--- config.mk ---
export PLATFORM = sky130hd
export DESIGN_NAME = secded_mem_sequencer
export DESIGN_NICKNAME = d
export VERILOG_FILES = /design/src/rtl/secded_pkg.sv /design/src/rtl/secded_dec16.sv /design/src/rtl/secded_mem_sequencer.sv
export SDC_FILE = /design/constraint.sdc
export NUM_CORES = 1
export LEC_CHECK = 0
export CAP_MARGIN = 40
export CORE_MARGIN = 2
export CORE_UTILIZATION = 45
export CTS_CLUSTER_SIZE = 10
export DETAILED_ROUTE_END_ITERATION = 8
export PLACE_DENSITY_LB_ADDON = 0.25
export SYNTH_ARGS = -nofsm -noshare
export SYNTH_HDL_FRONTEND = slang
export SYNTH_SLANG_ARGS = --single-unit
--- constraint.sdc ---
create_clock -name clk -period 8.04 [get_ports clk]
set_clock_uncertainty 0.15 [all_clocks]
set_input_delay 2.01 -clock clk [delete_from_list [all_inputs] [get_ports clk]]
set_output_delay 2.01 -clock clk [all_outputs]
set_load 0.005 [all_outputs]
--- src/rtl/secded_pkg.sv ---
// rtl/secded_pkg.sv - shared types and constants for the SECDED decode sequencer
package secded_pkg;

  typedef enum logic [2:0] {
    S_IDLE,
    S_RD_HI,
    S_RD_LO,
    S_CAP,
    S_WR_LO,
    S_WR_HI,
    S_DONE
  } state_e;

  localparam logic [1:0] FLAG_NONE = 2'b00;
  localparam logic [1:0] FLAG_ONE  = 2'b01;
  localparam logic [1:0] FLAG_TWO  = 2'b10;

  localparam int POS_P0 = 0;
  localparam int POS_P1 = 1;
  localparam int POS_P2 = 2;
  localparam int POS_P4 = 4;
  localparam int POS_P8 = 8;

  // Data bits sit at every Hamming position that is not a power of two.
  function automatic logic [10:0] data_bits(input logic [15:0] code);
    return {code[15:9], code[7:5], code[3]};
  endfunction

endpackage

--- src/rtl/secded_dec16.sv ---
// rtl/secded_dec16.sv - combinational Hamming SECDED decode of one 16-bit code word
module secded_dec16
  import secded_pkg::*;
(
  input  logic [15:0] code_i,
  output logic [15:0] result_o,
  output logic        single_o,
  output logic        double_o
);

  logic [3:0]  syn;
  logic        ovp;
  logic [15:0] fixed;
  logic [1:0]  flag;

  always_comb begin
    syn = 4'd0;
    for (int k = 1; k < 16; k++) begin
      if (code_i[k]) syn = syn ^ k[3:0];
    end
    ovp   = ^code_i;
    fixed = code_i;
    // Syndrome 0 with odd parity lands on p0, leaving the data untouched.
    if (ovp) fixed[syn] = ~fixed[syn];
    single_o = ovp;
    double_o = !ovp && (syn != 4'd0);
    if (single_o)      flag = FLAG_ONE;
    else if (double_o) flag = FLAG_TWO;
    else               flag = FLAG_NONE;
    result_o = {flag, 3'b000, data_bits(fixed)};
  end

endmodule

--- src/rtl/secded_mem_sequencer.sv ---
// rtl/secded_mem_sequencer.sv - walks encoded words in byte memory, decodes and writes results back
module secded_mem_sequencer #(
  parameter int NUM_WORDS = 15,
  parameter int IN_BASE   = 30,
  parameter int OUT_BASE  = 0,
  parameter int AW        = 8
) (
  input  logic          clk,
  input  logic          reset,
  input  logic          start,
  output logic          busy,
  output logic          done,
  output logic [AW-1:0] mem_addr,
  output logic          mem_wr_en,
  output logic [7:0]    mem_wr_data,
  input  logic [7:0]    mem_rd_data,
  output logic [7:0]    err1_cnt,
  output logic [7:0]    err2_cnt
);
  import secded_pkg::*;

  localparam logic [AW-1:0] IN_B    = AW'(IN_BASE);
  localparam logic [AW-1:0] OUT_B   = AW'(OUT_BASE);
  localparam logic [AW-1:0] ONE     = AW'(1);
  localparam logic [6:0]    LAST_IX = 7'(NUM_WORDS - 1);

  state_e        state_q;
  logic [6:0]    idx_q;
  logic [7:0]    hi_q, lo_q;
  logic [7:0]    err1_q, err2_q;
  logic [AW-1:0] addr_q;
  logic          wr_en_q, busy_q, done_q;

  logic [15:0]   res;
  logic          single, dbl;
  logic [AW-1:0] off_cur, off_nxt;

  assign off_cur = AW'({idx_q, 1'b0});
  assign off_nxt = AW'({idx_q + 7'd1, 1'b0});

  secded_dec16 u_dec (
    .code_i   ({hi_q, lo_q}),
    .result_o (res),
    .single_o (single),
    .double_o (dbl)
  );

  always_ff @(posedge clk or negedge reset) begin
    if (!reset) begin
      state_q <= S_IDLE;
      idx_q   <= 7'd0;
      hi_q    <= 8'd0;
      lo_q    <= 8'd0;
      err1_q  <= 8'd0;
      err2_q  <= 8'd0;
      addr_q  <= '0;
      wr_en_q <= 1'b0;
      busy_q  <= 1'b0;
      done_q  <= 1'b0;
    end else begin
      case (state_q)
        S_IDLE, S_DONE: begin
          if (start) begin
            state_q <= S_RD_HI;
            idx_q   <= 7'd0;
            err1_q  <= 8'd0;
            err2_q  <= 8'd0;
            done_q  <= 1'b0;
            busy_q  <= 1'b1;
            addr_q  <= IN_B + ONE;
          end else if (state_q == S_DONE) begin
            done_q <= 1'b1;
          end
        end
        S_RD_HI: begin
          addr_q  <= IN_B + off_cur;
          state_q <= S_RD_LO;
        end
        S_RD_LO: begin
          hi_q    <= mem_rd_data;
          state_q <= S_CAP;
        end
        S_CAP: begin
          lo_q    <= mem_rd_data;
          addr_q  <= OUT_B + off_cur;
          wr_en_q <= 1'b1;
          state_q <= S_WR_LO;
        end
        S_WR_LO: begin
          if (single && err1_q != 8'hFF) err1_q <= err1_q + 8'd1;
          if (dbl && err2_q != 8'hFF)    err2_q <= err2_q + 8'd1;
          addr_q  <= OUT_B + off_cur + ONE;
          state_q <= S_WR_HI;
        end
        S_WR_HI: begin
          wr_en_q <= 1'b0;
          if (idx_q == LAST_IX) begin
            busy_q  <= 1'b0;
            state_q <= S_DONE;
          end else begin
            idx_q   <= idx_q + 7'd1;
            addr_q  <= IN_B + off_nxt + ONE;
            state_q <= S_RD_HI;
          end
        end
        default: state_q <= S_IDLE;
      endcase
    end
  end

  // Write data follows the decoder directly; the byte pair is already captured.
  always_comb begin
    mem_wr_data = 8'h00;
    if (state_q == S_WR_LO)      mem_wr_data = res[7:0];
    else if (state_q == S_WR_HI) mem_wr_data = res[15:8];
  end

  assign busy      = busy_q;
  assign done      = done_q;
  assign mem_addr  = addr_q;
  assign mem_wr_en = wr_en_q;
  assign err1_cnt  = err1_q;
  assign err2_cnt  = err2_q;

endmodule

==> summary by stage <==
Worst setup path
STA classifies the critical path startpoint as a flip-flop. The longest individual stage delay on the worst path is about 550 ps. Walking the worst path, the cells encountered are xnor2_1, xnor3_2, xor2_2, mux2_2, a221oi_4, nand3_2, o21ai_1, clkdlybuf4s50_1.

The required time of the worst setup path is slightly below 6000 ps. The signal arrival time at the worst endpoint is 3830 ps. In this run the critical register-to-register path is captured at err2_cnt[2]. The worst reg2reg path depth is 8. For this design, the slowest cell found on the critical path is sky130_fd_sc_hd__xor2_2. The startpoint of the most critical register-to-register path is lo_q[3]. The worst setup path is of the reg2out kind. Across all register-to-register paths, the minimum setup slack is 5100 ps. The worst setup path is captured at an output pin. The highest fanout seen on the critical path is 12.

GRT
The aggregate global routing overflow is 0. The number of global-route vias before repair is 2976. The first global-routing pass estimated 14350 um of wire. For this run, the total global-route usage over all layers was measured as 0.2021. The pin count of the biggest net entering global routing is between 50 and 60. The number of antenna violations at the first check in global routing is 0.

Synthesis
When the netlist entered floorplanning its net count stood at 421. After synthesis the netlist holds a flip-flop and latch count of 53. The cell taking the most area after synthesis is sky130_fd_sc_hd__dfrtp_1. In the post-synthesis netlist, the cell with the most instances is sky130_fd_sc_hd__dfrtp_1. After synthesis, the share of flip-flops with an asynchronous set or reset is 1.000. The number of different library cells used by synthesis comes to 63. The count of synthesis-stage warnings from yosys is 0. The mean area per synthesized cell is ~9.0 sq um. Ranked by total cell area, the synthesized netlist is headed by sky130_fd_sc_hd__dfrtp_1 37%, sky130_fd_sc_hd__xnor2_1 6.3%, sky130_fd_sc_hd__mux2_2 5.3%. The mapped netlist covers approximately 0.0036 sq mm.

Yosys mapped a number of flops with a built-in enable equal to 0. The share of the synthesized area in the top cell type is 0.3651. For this run, the leading register cell type out of synthesis is sky130_fd_sc_hd__dfrtp_1. Sorting the synthesized cells by how often they occur yields 53 x sky130_fd_sc_hd__dfrtp_1, 44 x sky130_fd_sc_hd__nand2_1, 41 x sky130_fd_sc_hd__nor2_1. The proportion of synthesized chip area in sequential cells is 0.3651.

The number of instances in the synthesized netlist is 405.

STA
The pin slew with the least headroom to its limit is about 790 ps. The maximum operating frequency is between 150 and 200 MHz. For the finished layout, the period the worst path requires is 5987 ps. Setup repair after global routing left no endpoint under its margin. The worst-case headroom to the max-slew limit is 0.4713. The number of max-slew violations in the final report came to 0. The number of failing setup endpoints in the final timing report is 0.

Dividing the final minimum period by the clock period gives 0.7446. The setup TNS is 0 ps. The final-report hold violation count is 0.

Routing
Dividing the detail-routed wire length by the instance count gives approximately 16 um. The number of detailed-routing iterations run before antenna repair is 5. The average via count per standard cell is 5.843. The via total after detailed routing is 3155. In the routed design, unresolved DRC markers number 0. The starting DRC count in detailed routing is 228.

In this run the remaining antenna-violating nets after routing total 0. The routed design has between 8000 and 9000 um of wire.

Worst hold path
The number of cells on the worst hold path is 2. The start point of the worst hold path is mem_wr_en. The hold-critical path endpoint is mem_wr_en.

The tightest min-delay check is of the reg2reg type.

Final layout
The repair_antennas step left the layout with diodes totalling 0. Compared with the post-synthesis result, the final layout area differs by 16.36%. Fill cells in the final layout number 699. The layout cell share with drive strength beyond 1 is 0.1050. The number of nets in the final layout is ~450. The post-route cell area is 0.004227 sq mm. Summing all multi-input logic gate instances after layout gives between 0.002 and 0.0025 sq mm. The sequential standard cell area is 0.001326 sq mm.

Clocking
Buffers added to address setup during post-CTS repair amount to 0. TritonCTS built the clock tree. The clock reaches the later pin of the worst-skew pair after 310 ps.

The hold-fix buffer count after cts is 0. The clock transition at the registers of the reported paths is 100 ps. The worst-case clock buffer depth is 2.

The H-tree was split into 2 levels. For this design, the sink count on the clock tree is between 50 and 60. CTS placed an instance of sky130_fd_sc_hd__clkbuf_8 at the clock tree root. Gates resized during post-CTS repair numbered 0. The total CTS buffers is 5.

Floorplanning
The die covers 0.008806 sq mm. In this run the core area contains 32 standard-cell rows. The number of top-level pins is 46. From bottom edge to top edge, the die measures 93.84 um. The x dimension of the die is roughly 94 um. The floorplan step defined a core boundary enclosing 0.007767 sq mm. The initial core utilization is 0.4676.

Placement
The count of input and output buffers is 45. The weighted congestion at the end of routability-driven global placement is 0.9783. Summed over all nets, the half-perimeter wirelength after detailed placement is between 6000 and 7000 um. The area after detailed placement is roughly 0.0041 sq mm.

Power
In this run the power density over the cells is 190.2 mW/mm^2. The peak supply drop is 0.00007640 V. The analysis attributes to cell leakage a power of 1.729 nW.

Job
Max-cap violations in this run came to 0.

Outcome
The run finished with clean final reports.
-- cells in the final DEF, fill, tap and decap left out, drive strengths merged, types with 14 or more instances in the layout --
cell / n
a21oi: 14
clkdlybuf4s50: 44
dfrtp: 53
mux2: 18
nand2: 44
nand3: 28
nor2: 41
o21ai: 29
xnor2: 29
-- kinds of logic after synthesis --
group / Yosys count / share of synthesized area
xor gates and xnor gates: 44 / 0.1264
DFF: 53 / 0.3651
adders and majority gates: 6 / 0.01998
buffers and inverters: 36 / 0.04064
muxes: 31 / 0.09266
and+or+nand+nor: 146 / 0.1898
AOI/OAI and AO/OA: 89 / 0.1654
-- per-stage QoR --
step                hold WS (ps)  worst slack [ps]  std cells  total power (W)  utilization
global route               400.2              1883        540        0.0008613       0.5441
floorplan                  321.1              3457        405        0.0005452            -
finish                     365.8              2053        540        0.0008040       0.5441
CTS                        367.6              2064        540        0.0008087       0.5441
global placement           333.3              2479        531        0.0006349       0.5306
detailed placement         336.5              2417        532        0.0006393       0.5313
-- worst max-delay path, delay by kind of cell, from the launching register on --
| family | cells | cell delay (ps) |
|---|---|---|
| XOR/XNOR | 3 | 1350 |
| AO/OA/AOI/OAI | 2 | 580 |
| buffers and inverters | 1 | 520 |
| AND/OR/NAND/NOR | 1 | 150 |
| multiplexers | 1 | 450 |
| flip-flops | 1 | 460 |
-- sequential cells by signal (all words and copies together) (netlist names) --
signal	count
busy	1
done	1
err1_cnt	8
err2_cnt	8
hi_q	8
idx_q	7
lo_q	8
mem_addr	8
mem_wr_en	1
state_q	3
-- worst max path at each step --
stage                       start        endpoint  cells after the start
after floorplan           lo_q[3]  mem_wr_data[1]                      8
after global placement    lo_q[3]  mem_wr_data[7]                      8
after detailed placement  lo_q[3]  mem_wr_data[7]                      8
after CTS                 lo_q[3]  mem_wr_data[7]                      8
after global routing      lo_q[7]  mem_wr_data[7]                      8
final                     lo_q[3]  mem_wr_data[7]                      8
-- area by class of cell --
cell class                 instances  area share
timing repair buffer              48      0.1101
clock buffer                       6     0.01954
inverter                          13     0.01155
sequential                        53      0.3138
multi-input combinational        316      0.5107
clock inverter                     2    0.004144
tap                              102     0.03020
-- power breakdown --
group          switching, W  internal [W]
Clock             0.0000954     0.0000718
Sequential        0.0000294      0.000289
Combinational      0.000169      0.000149
Total              0.000294      0.000510
-- per-layer routing --
metal / up-vias / GRT usage / part of all wire
met4: 0 / 0.05797 / 0.015
met3: 16 / 0.03852 / 0.059
met1: 1519 / 0.2908 / 0.49
met5: - / 0 / 0
li1: 1516 / - / -
met2: 104 / 0.3101 / 0.44
Power figures use the tool's default switching activity.
